File: config.mk
export PLATFORM = sky130hd
export DESIGN_NAME = branch_predictor
export DESIGN_NICKNAME = d
export VERILOG_FILES = /design/src/rtl/control_types_pkg.sv /design/src/rtl/bp_sat_counter.sv /design/src/rtl/branch_predictor.sv
export SDC_FILE = /design/constraint.sdc
export NUM_CORES = 1
export LEC_CHECK = 0
export BUFFER_PORTS_ARGS = -buffer_cell sky130_fd_sc_hd__buf_2
export CAP_MARGIN = 20
export CORE_AREA = 4 4 140 142
export DETAILED_ROUTE_END_ITERATION = 10
export DIE_AREA = 0 0 144 146
export GPL_ROUTABILITY_DRIVEN = 0
export GPL_TIMING_DRIVEN = 0
export PLACE_DENSITY = 0.77
export SETUP_SLACK_MARGIN = 0.05
export SYNTH_ARGS = -nofsm -noshare
export SYNTH_HDL_FRONTEND = slang
export SYNTH_SLANG_ARGS = --single-unit
File: constraint.sdc
create_clock -name clk -period 5.2 [get_ports clk]
set_input_delay 1.04 -clock clk [delete_from_list [all_inputs] [get_ports clk]]
set_output_delay 1.04 -clock clk [all_outputs]
set_load 0.01 [all_outputs]
File: src/rtl/control_types_pkg.sv
// Shared control-path types: branch comparison opcodes and the 2-bit
// branch-predictor counter encoding.
package control_types;

    typedef enum logic [2:0] {
        COMP_EQ  = 3'd0,
        COMP_NE  = 3'd1,
        COMP_LT  = 3'd2,
        COMP_GE  = 3'd3,
        COMP_LTU = 3'd4,
        COMP_GEU = 3'd5
    } comp_op_t;

    typedef logic [1:0] bp_cnt_t;

    localparam bp_cnt_t BP_STRONG_NT = 2'b00;
    localparam bp_cnt_t BP_WEAK_NT   = 2'b01;
    localparam bp_cnt_t BP_WEAK_T    = 2'b10;
    localparam bp_cnt_t BP_STRONG_T  = 2'b11;

endpackage

File: src/rtl/bp_sat_counter.sv
// Next-state logic for one 2-bit saturating branch counter.
module bp_sat_counter
    import control_types::*;
(
    input  bp_cnt_t state,
    input  logic    taken,
    output bp_cnt_t next_state
);

    always_comb begin
        next_state = state;
        if (taken) begin
            if (state != BP_STRONG_T) next_state = state + 2'd1;
        end else begin
            if (state != BP_STRONG_NT) next_state = state - 2'd1;
        end
    end

endmodule

File: src/rtl/branch_predictor.sv
// Bimodal 2-bit branch predictor with resolve-time update and statistics.
// Define BP_GSHARE_EN to XOR a global history register into the table index.
module branch_predictor
    import control_types::*;
#(
    parameter int IDX_BITS = 6,
    parameter int CNT_W    = 32
) (
    input  logic                clk,
    input  logic                rst_n,
    input  logic [31:0]         lookup_pc,
    output logic                pred_taken,
    output logic [IDX_BITS-1:0] pred_idx,
    input  logic                upd_valid,
    input  logic [IDX_BITS-1:0] upd_idx,
    input  logic                upd_taken,
    input  logic                upd_pred,
    output logic                mispredict,
    output logic [CNT_W-1:0]    br_count,
    output logic [CNT_W-1:0]    mispred_count
);

    localparam int N = 1 << IDX_BITS;

    function automatic logic [CNT_W-1:0] sat_inc(input logic [CNT_W-1:0] v);
        return (&v) ? v : v + 1'b1;
    endfunction

    bp_cnt_t             tbl [N];
    bp_cnt_t             upd_cur;
    bp_cnt_t             upd_next;
    logic [IDX_BITS-1:0] lk_idx;
    logic                mispred_p0;
    logic                mispred_p1;
    logic [CNT_W-1:0]    br_cnt_p1;
    logic [CNT_W-1:0]    mis_cnt_p1;
    logic                unused_pc;

    assign unused_pc = ^{lookup_pc[31:IDX_BITS+2], lookup_pc[1:0]};

`ifdef BP_GSHARE_EN
    logic [IDX_BITS-1:0] ghr;

    // History is updated only at resolve time, so lookups never see wrong-path outcomes.
    always_ff @(posedge clk or negedge rst_n) begin
        if (!rst_n) begin
            ghr <= '0;
        end else if (upd_valid) begin
            ghr <= {ghr[IDX_BITS-2:0], upd_taken};
        end
    end

    assign lk_idx = lookup_pc[IDX_BITS+1:2] ^ ghr;
`else
    assign lk_idx = lookup_pc[IDX_BITS+1:2];
`endif

    // Lookup reads the registered table, so a same-cycle update is seen next cycle.
    assign pred_idx   = lk_idx;
    assign pred_taken = tbl[lk_idx][1];

    assign upd_cur = tbl[upd_idx];

    bp_sat_counter u_sat (
        .state      (upd_cur),
        .taken      (upd_taken),
        .next_state (upd_next)
    );

    always_ff @(posedge clk or negedge rst_n) begin
        if (!rst_n) begin
            for (int i = 0; i < N; i++) tbl[i] <= BP_WEAK_NT;
        end else if (upd_valid) begin
            tbl[upd_idx] <= upd_next;
        end
    end

    assign mispred_p0 = upd_valid & (upd_taken != upd_pred);

    // Stage p1: registered mispredict pulse and saturating statistics.
    always_ff @(posedge clk or negedge rst_n) begin
        if (!rst_n) begin
            mispred_p1 <= 1'b0;
            br_cnt_p1  <= '0;
            mis_cnt_p1 <= '0;
        end else begin
            mispred_p1 <= mispred_p0;
            if (upd_valid)  br_cnt_p1  <= sat_inc(br_cnt_p1);
            if (mispred_p0) mis_cnt_p1 <= sat_inc(mis_cnt_p1);
        end
    end

    assign mispredict    = mispred_p1;
    assign br_count      = br_cnt_p1;
    assign mispred_count = mis_cnt_p1;

endmodule

==> results.md, run 1 <==
- Met2 wire length: between 10000 and 15000 µm
- Starting Density: a little over half
- Layout cells sized above 1: 33.03%
- RSZ-0062 raised after global routing: false
- Seq. cell area: 0.004910 mm²
- FF-to-FF path depth: 8
- Detailed-route DRC error count: 0
- Final Critical Period: 4955 ps
- Final hold viol count: 0
- Yosys top cell area share: around a third
- Grt ovf: 0
- CTS Buffer Depth: 2
- Top cell type by total area after synthesis: dfrtp_1
- Skew final: between 10 and 15 ps
- Fin. max-slew vios: 0
- Worst Setup Start Kind: primary input
- Vias in the first global route: 7658
- Met3 WL: between 2000 and 2500 µm
- Setup CP Type: in -> out
- First-pass GRT wire length: a little over 40000 µm
- Total nets after synthesis: a little over 900
- Num Clock Sinks: about 190
- Status: complete, no violations
- Slew HR: between 10 and 15%
- Initial drt markers: 676
- CTS Buf Count: 17
- Post-CTS Hold Buffers: 0
- Die ar.: between 0.02 and 0.025 mm²
- Synthesized flop and latch total: approximately 190
- Worst slew pin tran: ~1300 ps
- CTS tree: yes
- DP HPWL: ~18000 µm
- FF-to-FF End: tbl[9]
- Die Y: roughly 150 µm
- F_max: roughly 200 MHz
- Worst Setup SP: lookup_pc[2]
- Yosys cell types: 63
- Root Buffer: clkbuf_16
- Clock-pin slew on the worst setup and hold paths: 70 ps
- Met1 Wirelength: around 11000 µm
- Critical Path RT: approximately 4200 ps
- # rows: 50
- Post-CTS Repair Setup Buffers: 0
- Power Density: 328.7 mW/mm²
- Total track usage: 25.27%
- Fillers: 1477
- Number of synthesized flops with an enable pin: 0
- IO Port Bufs: 82
- Max FO, Critical Path: 10
- Reg-to-reg slack, setup: roughly 2400 ps
- Initial antenna violation count: 1
- Top Metal Used: met4
- Synth warn: 0
- Area of the multi-input gates: between 0.004 and 0.005 mm²
- Hold/Removal Path Class: reg -> reg
- Worst setup EP type: output pin
- Clk_lat worst skew: roughly 440 ps
- Avg Vias per Cell: between 6 and 7
- Inst Count DP: 1203
- Mapped Avg Cell Area: approximately 11 µm²
- Most common cell in the synthesized netlist: nand2_1
- Initial DRT Pass Iterations: 6
- Worst setup path end: pred_taken
- Fin Setup TNS: 0 ps
- DR vias: 7506
- Drt wl/cell: roughly 21 µm
- Die width: roughly 140 µm
- Post-synthesis sequential area ratio: around half
- Ys async rst share: 100.0%
- Main flop type after synthesis: dfrtp_1
- Final Setup Violations: 0
- Post-Syn Instances: around 890
- Pleak: between 5 and 6 nW
- Htree depth: 4
- Final Non-Filler Cells: 1237
- Dominant cells by area after synthesis: dfrtp_1, dfstp_2, mux2_2
- CORE AREA: 0.01846 mm²
- Peak supply drop: between 0.2 and 0.25 mV
- Final period util: between 90% and 100%
- RR Startpoint: tbl[107]
- CP arrival: 3920 ps
- Max Cap Violations: 0
- Synth top cells by count: nand2_1, dfrtp_1, mux2_2
- Largest net degree at the start of global routing: 126
- # IOs: between 100 and 150
- P&R area growth vs syn: 13.91%
- Post-CTS sizing: 2
- Total Wirelength: between 20000 and 30000 µm
- Antenna-violating nets left: 0
- Fin nets: ~1000
- Synth Cell Area: a little under 0.01 mm²
worst min-delay path by stage:
stage,to,slack (ps),depth (start not counted),startpoint
floorplan,tbl[118],440,2,tbl[118]
global placement,tbl[0],450,2,tbl[0]
detailed placement,tbl[0],450,2,tbl[0]
CTS,tbl[0],460,2,tbl[0]
global route,tbl[4],470,2,tbl[4]
finish,tbl[36],460,2,tbl[36]
sequential cells by signal (all words and copies together) (netlist names):
name	flops
tbl	128
br_count	32
mispred_count	32
mispredict	1
layer usage:
layer / vias up / global-route usage (%)
li1: 3365 / -
met1: 3684 / 35.92
met2: 389 / 37.87
met3: 68 / 6.540
met4: 0 / 8.616
met5: - / 0
where the power goes:
group          internal, mW  switching (mW)
combinational         0.231           0.306
sequential             1.69           0.122
clock                 0.734           0.635
total                  2.66            1.06
cell families after synthesis:
group,share of synthesized area [%]
muxes,16.68
and+or+nand+nor,16.09
buffers and inverters,4.334
adders and majority gates,0.3905
AOI/OAI and AO/OA,7.521
DFF,49.43
xor gates and xnor gates,5.556
per-stage QoR:
stage          instance area (µm²)  hold slack (ps)  util, %  total power, mW  setup WS [ps]
3_5_place_dp                 10670            451.8    57.83            2.368         -34.19
6_report                     11310            461.9    61.30            3.719          244.9
3_3_place_gp                 10640            447.4    57.63            2.342         -22.45
2_1_floorplan                 9932            440.3        -            2.147          679.6
4_1_cts                      11300            462.3    61.23            3.737          269.9
5_1_grt                      11310            473.4    61.29            3.875          165.4
cell usage in the layout (no fill, tap or decap), types with 19 or more instances in the layout:
master	instances
mux4_2	32
buf_2	89
nand3_1	28
dfrtp_1	129
dfstp_2	64
mux2_2	68
nor2_1	29
o21ai_1	62
xnor2_1	45
buf_6	20
and3_1	19
nand2_1	173
area by class of cell:
| type | count | area share (%) |
|---|---|---|
| inverters | 17 | 0.5640 |
| plain buffers | 48 | 3.307 |
| diodes | 1 | 0.02212 |
| well taps | 234 | 2.588 |
| clock inverters | 15 | 1.714 |
| clock buffers | 17 | 3.760 |
| repair buffers | 84 | 4.059 |
| multi-input cells | 628 | 40.59 |
| flip-flops and latches | 193 | 43.40 |
critical path: stages:
cell	delay [ps]
clkbuf_1	500
clkdlybuf4s15_2	620
mux4_2	570
mux4_2	560
mux4_2	470
buf_2	150
No activity file was read; power rests on OpenSTA's default activity.
==> run 2: changes to the inputs <==
--- a/config.mk
+++ b/config.mk
@@ -7,12 +7,14 @@
 export LEC_CHECK = 0
 export BUFFER_PORTS_ARGS = -buffer_cell sky130_fd_sc_hd__buf_2
 export CAP_MARGIN = 20
-export CORE_AREA = 4 4 140 142
+export CELL_PAD_IN_SITES_DETAIL_PLACEMENT = 1
+export CELL_PAD_IN_SITES_GLOBAL_PLACEMENT = 2
+export CORE_AREA = 2 2 163 165
 export DETAILED_ROUTE_END_ITERATION = 10
-export DIE_AREA = 0 0 144 146
+export DIE_AREA = 0 0 165 167
 export GPL_ROUTABILITY_DRIVEN = 0
 export GPL_TIMING_DRIVEN = 0
-export PLACE_DENSITY = 0.77
+export PLACE_DENSITY = 0.87
 export SETUP_SLACK_MARGIN = 0.05
 export SYNTH_ARGS = -nofsm -noshare
 export SYNTH_HDL_FRONTEND = slang
==> results.md, run 2 (synthesis gave the netlist of run 1 again) <==
- Setup slack after layout: 181.2 ps (was 244.9 ps)
- Final Critical Period: 5019 ps (was 4955 ps)
- First-pass GRT wire length: 46150 µm (was 41560 µm)
- Vias in the first global route: 8047 (was 7658)
- Diode count: 0 (was 1)
- CP delay by family, top: multiplexers (unchanged)
- Top reg by flops: tbl (unchanged)
- P&R area growth vs syn: 15.07% (was 13.91%)
- Root Buffer: clkbuf_16 (unchanged)
- # IOs: 115 (unchanged)
- F_max: 199.3 MHz (was 201.8 MHz)
- Clk_lat worst skew: 460 ps (was 440 ps)
- Fin. max-slew vios: 0 (unchanged)
- Peak supply drop: 0.2289 mV (was 0.2290 mV)
- Min-delay src: tbl[38] (was tbl[36])
- Reg-to-reg slack, setup: 2410 ps (was 2430 ps)
- Drt wl/cell: 21.66 µm (was 20.84 µm)
- CTS Buffer Depth: 2 (unchanged)
- Largest net degree at the start of global routing: 114 (was 126)
- CP arrival: 3980 ps (was 3920 ps)
- Most frequent cells in the layout: nand2_1, dfrtp_1, buf_2 (unchanged)
- Fillers: 2818 (was 1477)
- Final hold viol count: 0 (unchanged)
- Fin nets: 1037 (was 1034)
- Place WS: -83.77 ps (was -34.19 ps)
- CTS tree: yes (unchanged)
- CP cell instances: clkbuf_1 > clkdlybuf4s15_2 > mux4_2 > mux4_2 > mux4_2 > buf_2 (unchanged)
- Total Wirelength: 29020 µm (was 25770 µm)
- Antenna-violating nets left: 0 (unchanged)
- DR vias: 7409 (was 7506)
- Crit-path slowest cell: clkdlybuf4s15_2 (unchanged)
- RR Startpoint: tbl[35] (was tbl[107])
- Die width: 165 µm (was 144 µm)
- Initial antenna violation count: 1 (unchanged)
- Initial DRT Pass Iterations: 5 (was 6)
- Worst slew pin tran: 1179 ps (was 1310 ps)
- DP HPWL: 20330 µm (was 17710 µm)
- Skew final: 15.85 ps (was 14.86 ps)
- Setup CP Type: in -> out (unchanged)
- Slew HR: 21.08% (was 12.32%)
- Avg Vias per Cell: 5.529 (was 6.068)
- CORE AREA: 0.02576 mm² (was 0.01846 mm²)
- Worst Setup Start Kind: primary input (unchanged)
- Worst setup EP type: output pin (unchanged)
- Detailed-route DRC error count: 0 (unchanged)
- # rows: 59 (was 50)
- Largest register FFs: 128 (unchanged)
- FF-to-FF End: tbl[11] (was tbl[9])
- Starting Density: 38.55% (was 53.82%)
- Num Clock Sinks: 193 (unchanged)
- Post-CTS Hold Buffers: 0 (unchanged)
- IO Port Bufs: 82 (unchanged)
- Hold Path Cell Cnt: 2 (unchanged)
- Hold/Removal Path Class: reg -> reg (unchanged)
- Most common cell after layout, fill and taps aside: nand2_1 (unchanged)
- Final Non-Filler Cells: 1340 (was 1237)
- CTS Buf Count: 17 (unchanged)
- Power Density: 321.5 mW/mm² (was 328.7 mW/mm²)
- Hold EP: tbl[38] (was tbl[36])
- Cell mode on critical path: mux4_2 (unchanged)
- Die Y: 167 µm (was 146 µm)
- Grt ovf: 0 (unchanged)
- Clock-pin slew on the worst setup and hold paths: 70 ps (about the same)
- Final period util: 96.52% (was 95.29%)
- Total track usage: 21.97% (was 25.27%)
- Max FO, Critical Path: 10 (unchanged)
- FF-to-FF path depth: 8 (unchanged)
- Pleak: 5.024 nW (was 5.031 nW)
- Status: complete, no violations (unchanged)
- Die ar.: 0.02756 mm² (was 0.02102 mm²)
- Fin Setup TNS: 0 ps (unchanged)
- Max Cap Violations: 0 (unchanged)
- Final instance area: 0.01143 mm² (was 0.01131 mm²)
- Layout cells sized above 1: 33.13% (was 33.03%)
- Post-DP Area: 0.01084 mm² (was 0.01067 mm²)
- Critical Path RT: 4160 ps (about the same)
- Crit path buf inv count: 3 (unchanged)
- Htree depth: 4 (unchanged)
- Final Setup Violations: 0 (unchanged)
- Largest stage delay, worst path: 610 ps (was 620 ps)
- RSZ-0062 raised after global routing: false (unchanged)
- Initial drt markers: 497 (was 676)
- Inst Count DP: 1308 (was 1203)
-- run 2: metal layers --
| metal | part of all wire (%) | global-route usage (%) |
|---|---|---|
| met5 | 0.045 | 0 |
| met4 | 3.0 | 8.129 |
| met3 | 5.5 | 4.882 |
| met2 | 47 | 34.89 |
| met1 | 44 | 29.40 |
-- run 2: power breakdown --
| group | internal (mW) | total [mW] | switching (mW) |
|---|---|---|---|
| sequential | 1.69 | 1.81 | 0.122 |
| combinational | 0.232 | 0.546 | 0.314 |
| clock | 0.642 | 1.32 | 0.676 |
| total | 2.56 | 3.67 | 1.11 |
-- run 2: per-stage QoR --
stage,hold WS (ps),util (%),total power [mW]
final,462.8,44.36,3.675
after global routing,483.9,44.36,3.839
after CTS,466.3,44.36,3.712
after detailed placement,455.4,42.09,2.384
after global placement,448.0,41.77,2.358
after floorplan,440.3,-,2.147
-- run 2: worst reg2reg max path, cell delays in order (launching register included) --
cell,delay [ps]
dfrtp_1,410
mux2i_1,180
o22ai_1,110
o41ai_1,630
o2111ai_2,320
nor4_4,370
a211oi_4,170
buf_6,200
mux2_2,280
-- run 2: layout make-up --
cell class,count,area (µm²),share of cell area [%]
Sequential cell,193,4910,42.96
Clock inverter,14,147.6,1.292
Inverter,17,63.81,0.5584
Timing Repair Buffer,87,493.0,4.314
Multi-Input combinational cell,628,4592,40.18
Tap cell,335,419.2,3.668
Buffer,48,374.1,3.273
Clock buffer,18,429.2,3.755
-- run 2: worst max path at each step --
stage                 startpoint           endpoint  slack (ps)  depth (start not counted)
global route        lookup_pc[2]         pred_taken          90                          6
finish              lookup_pc[2]         pred_taken         180                          6
detailed placement  lookup_pc[2]         pred_taken         -80                          6
CTS                 lookup_pc[2]         pred_taken         170                          6
floorplan           lookup_pc[2]         pred_taken         680                          5
global placement           rst_n  mispred_count[16]        -220                          1
-- run 2: repair_timing --
item                       4_1_cts  5_1_grt
gates resized for setup          2        0
setup buffers                    0        0
setup endpoints to repair        1        0
